<file path="src/rtl/sram_port_arbiter.sv">
// sram_port_arbiter: shares one async SRAM between fetch and data ports, MEM over IF, programmable wait states
module sram_port_arbiter #(
  parameter int WAIT_STATES = 1,
  parameter int ADDR_W      = 18
) (
  input  logic              clk,
  input  logic              rst_n,
  input  logic              if_req,
  input  logic [31:0]       if_addr,
  output logic [31:0]       if_rdata,
  output logic              if_ack,
  input  logic              mem_req,
  input  logic              mem_wr,
  input  logic [31:0]       mem_addr,
  input  logic [31:0]       mem_wdata,
  input  logic [3:0]        mem_bwe,
  output logic [31:0]       mem_rdata,
  output logic              mem_ack,
  output logic              pipe_stall,
  output logic [ADDR_W-1:0] sram_addr,
  output logic [31:0]       sram_dq_o,
  output logic              sram_dq_oe,
  input  logic [31:0]       sram_dq_i,
  output logic              sram_ce_n,
  output logic              sram_oe_n,
  output logic              sram_we_n,
  output logic [3:0]        sram_be_n
);
  localparam logic [1:0] IDLE = 2'd0;
  localparam logic [1:0] ACC  = 2'd1;
  localparam logic [1:0] REC  = 2'd2;
  logic [1:0] state;
  logic [3:0] cnt;
  logic       own_mem;
  logic       wr;
  logic       wr_grant;
  logic       unused;
  assign wr_grant   = mem_req & mem_wr;
  assign pipe_stall = (if_req & ~if_ack) | (mem_req & ~mem_ack);
  assign unused     = ^{if_addr[31:ADDR_W+2], if_addr[1:0], mem_addr[31:ADDR_W+2], mem_addr[1:0]};
  always_ff @(posedge clk or negedge rst_n) begin
    if (!rst_n) begin
      state      <= IDLE;
      cnt        <= 4'd0;
      own_mem    <= 1'b0;
      wr         <= 1'b0;
      if_ack     <= 1'b0;
      mem_ack    <= 1'b0;
      if_rdata   <= 32'h0;
      mem_rdata  <= 32'h0;
      sram_addr  <= '0;
      sram_dq_o  <= 32'h0;
      sram_dq_oe <= 1'b0;
      sram_ce_n  <= 1'b1;
      sram_oe_n  <= 1'b1;
      sram_we_n  <= 1'b1;
      sram_be_n  <= 4'hF;
    end else begin
      if_ack  <= 1'b0;
      mem_ack <= 1'b0;
      case (state)
        IDLE: if (mem_req | if_req) begin
          own_mem    <= mem_req;
          wr         <= wr_grant;
          sram_addr  <= mem_req ? mem_addr[ADDR_W+1:2] : if_addr[ADDR_W+1:2];
          sram_dq_o  <= mem_wdata;
          sram_be_n  <= wr_grant ? ~mem_bwe : 4'h0;
          sram_ce_n  <= 1'b0;
          sram_oe_n  <= wr_grant;
          sram_we_n  <= ~wr_grant;
          sram_dq_oe <= wr_grant;
          cnt        <= 4'(WAIT_STATES);
          state      <= ACC;
        end
        ACC: if (cnt == 4'd0) begin
          if (!wr && own_mem) mem_rdata <= sram_dq_i;
          if (!wr && !own_mem) if_rdata <= sram_dq_i;
          mem_ack   <= own_mem;
          if_ack    <= ~own_mem;
          sram_ce_n <= 1'b1;
          sram_oe_n <= 1'b1;
          sram_we_n <= 1'b1;
          sram_be_n <= 4'hF;
          state     <= REC;
        end else begin
          cnt <= cnt - 4'd1;
        end
        REC: begin
          sram_dq_oe <= 1'b0;
          state      <= IDLE;
        end
        default: state <= IDLE;
      endcase
    end
  end
endmodule

</file>
<file path="config.mk">
export PLATFORM = sky130hd
export DESIGN_NAME = sram_port_arbiter
export DESIGN_NICKNAME = d
export VERILOG_FILES = /design/src/rtl/sram_port_arbiter.sv
export SDC_FILE = /design/constraint.sdc
export NUM_CORES = 1
export LEC_CHECK = 0
export CAP_MARGIN = 20
export CORE_AREA = 2 2 97 146
export DETAILED_ROUTE_END_ITERATION = 10
export DIE_AREA = 0 0 99 148
export PLACE_DENSITY = 0.76
export SYNTH_ARGS = -nofsm -noshare
export SYNTH_HDL_FRONTEND = slang
export SYNTH_SLANG_ARGS = --single-unit
export TNS_END_PERCENT = 50
</file>
<file path="constraint.sdc">
create_clock -name clk -period 2.6 [get_ports clk]
set_clock_uncertainty 0.1 [all_clocks]
set_input_delay 0.52 -clock clk [delete_from_list [all_inputs] [get_ports clk]]
set_output_delay 0.52 -clock clk [all_outputs]
set_load 0.02 [all_outputs]
</file>
==> results.cfg <==
[final_layout]
mostFrequentLayoutCells = clkdlybuf4s50_1 (232), dfrtp_1 (125), mux2_2 (72), o21ai_0 (44), mux2_4 (30)
fillCellCount = 977
area_delta_synth_final_pct = 59.9
layout-drive-gt1-share = 0.256
diodes = 0
layout_commonest_cell = clkdlybuf4s50_1
num-nets-final = 740
post-route-util = 0.643

[setup_path]
cp.depth = 4
cp-startpoint = if_req
r2r_slack_ps = 150
crit_buf_inv = 3
critPathMostFrequentCell = clkdlybuf4s50_1
endpoint_kind = output pin
endpoint = pipe_stall
cp_slowest_cell = clkdlybuf4s50_1
crit_required_ps = 1980
path_delay_family = buffers and inverters
start_kind = input port
worstSetupPathType = input port to output pin
critPathArrivalTime_ps = 1830
max_stage_delay_ps = 620
r2r-end = if_rdata[21]$_DFFE_PN0P_
r2r.worst_path.cells = 5
worstPathCellList = clkdlybuf4s50_1 > inv_1 > o22ai_1 > clkdlybuf4s50_1
regToRegStartpoint = cnt[0]$_DFFE_PN0P_
critPathMaxFanout = 2

[power_and_ir_drop]
pwr_density_cell_nw_per_um2 = 1400
ir_drop_mv = 0.680
p_leak_nw = 3.73

[logic_synthesis]
yosys_warnings = 0
ys_seq_area_frac = 0.617
ys_ff_latch = 132
ys_types = 31
synthCells = 357
synth_area_um2 = 5370
syn_nets = 496
syn_area_per_cell_um2 = 15.0

[clocking]
ctsResizeCount = 0
cts.clk_slew.worst_paths_ps = 50
insertion_delay_ps = 400
cts.sinks = 132
root_buffer = clkbuf_16
clock_path_buffers = 2
h-tree-depth = 4
cts_tree = built
tritoncts.num_buffers = 17

[floorplan]
die_h_um = 148
core_area_um2 = 13300
dieWidth_um = 99
io-pin-count = 262
design.die.area_um2 = 14700
start_util = 0.402
num_rows = 52

[drt]
drc = 0
drt_iter0_drc = 110
antenna_left = 0
wire_per_inst_um = 17.6
avgViaCountPerCell = 4.99
dr_total_vias = 3871
dr.pass1.iters = 4
wirelength_mm = 13.6

[sta]
fin_crit_sh = 0.943
slew_viol_final = 0
slew_headroom = 0.568
hold_viol = 0
rsz0062_at_grt = false
tightest_slew_ps = 648
max_freq_mhz = 408
period_needed_ps = 2450
setup-violations-final = 0
tns_ps = 0

[placement]
portBuffers = 233
place.gp.congestion = 0.780
dp_hpwl_mm = 9.90

[global_routing]
gr-total-overflow = 0
grt_max_degree = 64
grt_pass1_vias = 4262
grt_pass1_wl_mm = 21.9
antenna_found_initial = 0
grt_util_all_layers = 0.190

[min_path]
holdCritPathClass = flop to flop
hp-start = cnt[3]$_DFFE_PN0P_

[outcome]
status = finished, final reports clean

[flow_run]
maxCapViolCount = 0
-- kinds of logic after synthesis --
family	count (synthesis)	synth area share
and+or+nand+nor	21	0.0214
muxes	122	0.272
adders and majority gates	2	0.00466
buffers and inverters	26	0.0296
AOI/OAI and AO/OA	54	0.0550
DFF	132	0.617
-- layout make-up --
type	instances	area (µm²)	area share
repair buffers	247	2470	0.288
multi-input cells	199	1900	0.221
well taps	162	203	0.0236
clock inverters	10	193	0.0225
clock buffers	22	484	0.0564
flip-flops and latches	132	3310	0.386
inverters	4	15.0	0.00175
-- through the flow --
step	power (mW)	instances	worst slack (ps)	instance area (µm²)	hold slack (ps)
floorplan	6.70	357	326	5370	124
CTS	12.2	776	141	8580	403
global placement	9.24	743	154	7890	376
detailed placement	9.42	743	142	7890	391
finish	12.0	776	149	8580	399
global route	12.7	776	89.1	8580	418
-- sequential cells by signal, summed over array words and instances (netlist names), 2 cells and up --
signal and flops:
sram_addr 18, sram_be_n 4, mem_rdata 32, state 2, sram_dq_o 32, if_rdata 32
cnt 4
-- worst min path at each step --
stage	to	slack (ps)	cells after the start
after global routing	if_rdata[4]$_DFFE_PN0P_	420	1
final	cnt[3]$_DFFE_PN0P_	400	1
after detailed placement	mem_rdata[16]$_DFFE_PN0P_	390	1
after global placement	cnt[3]$_DFFE_PN0P_	380	1
after floorplan	cnt[0]$_DFFE_PN0P_	120	0
after CTS	cnt[3]$_DFFE_PN0P_	400	1
-- cell usage after synthesis --
library cell,number,area [µm²]
inv_1,4,15.0
nand2b_1,1,6.26
mux2i_1,20,200
clkbuf_1,14,52.6
or3b_1,1,8.76
o21ai_0,45,225
nor2b_1,1,6.26
o22ai_1,3,18.8
a22o_1,1,8.76
o2bb2ai_1,1,8.76
ha_1,2,25.0
dfstp_2,7,184
nor2_1,4,15.0
nor3b_1,1,7.51
a21o_1,1,7.51
o22a_1,1,8.76
buf_6,1,11.3
nand2_1,5,18.8
nand4b_1,1,8.76
or4_4,1,11.3
nor3_1,2,10.0
dfrtp_1,125,3130
or2_2,1,6.26
and3_1,1,6.26
buf_12,3,60.1
nand3_1,2,10.0
mux2_4,30,450
a2bb2oi_1,1,8.76
mux2_2,72,811
o221ai_1,1,8.76
buf_2,4,20.0
-- layer usage --
| metal | routed length (µm) | GRT usage |
|---|---|---|
| met5 | 0 | 0 |
| met4 | 380 | 0.0842 |
| met3 | 908 | 0.0586 |
| met2 | 7440 | 0.342 |
| met1 | 4910 | 0.203 |
-- power by group --
group	total (mW)	internal [mW]	switching (mW)	leakage [nW]
Clock	2.70	1.82	0.884	0.328
Combinational	5.65	3.03	2.61	1.85
Sequential	3.70	3.14	0.556	1.55
Total	12.0	7.99	4.05	3.73
-- what timing repair did --
item                      CTS  global route
hold endpoints to repair   21             0
hold buffers                1             0
buffers inserted            0             0
-- worst register-to-register path: stages (launching register included) --
cell and delay, ps:
dfrtp_1 400, inv_1 120, ha_1 180, or3b_1 370
or4_4 730, mux2_4 440
Note: power is estimated with default switching activity, not from simulation.
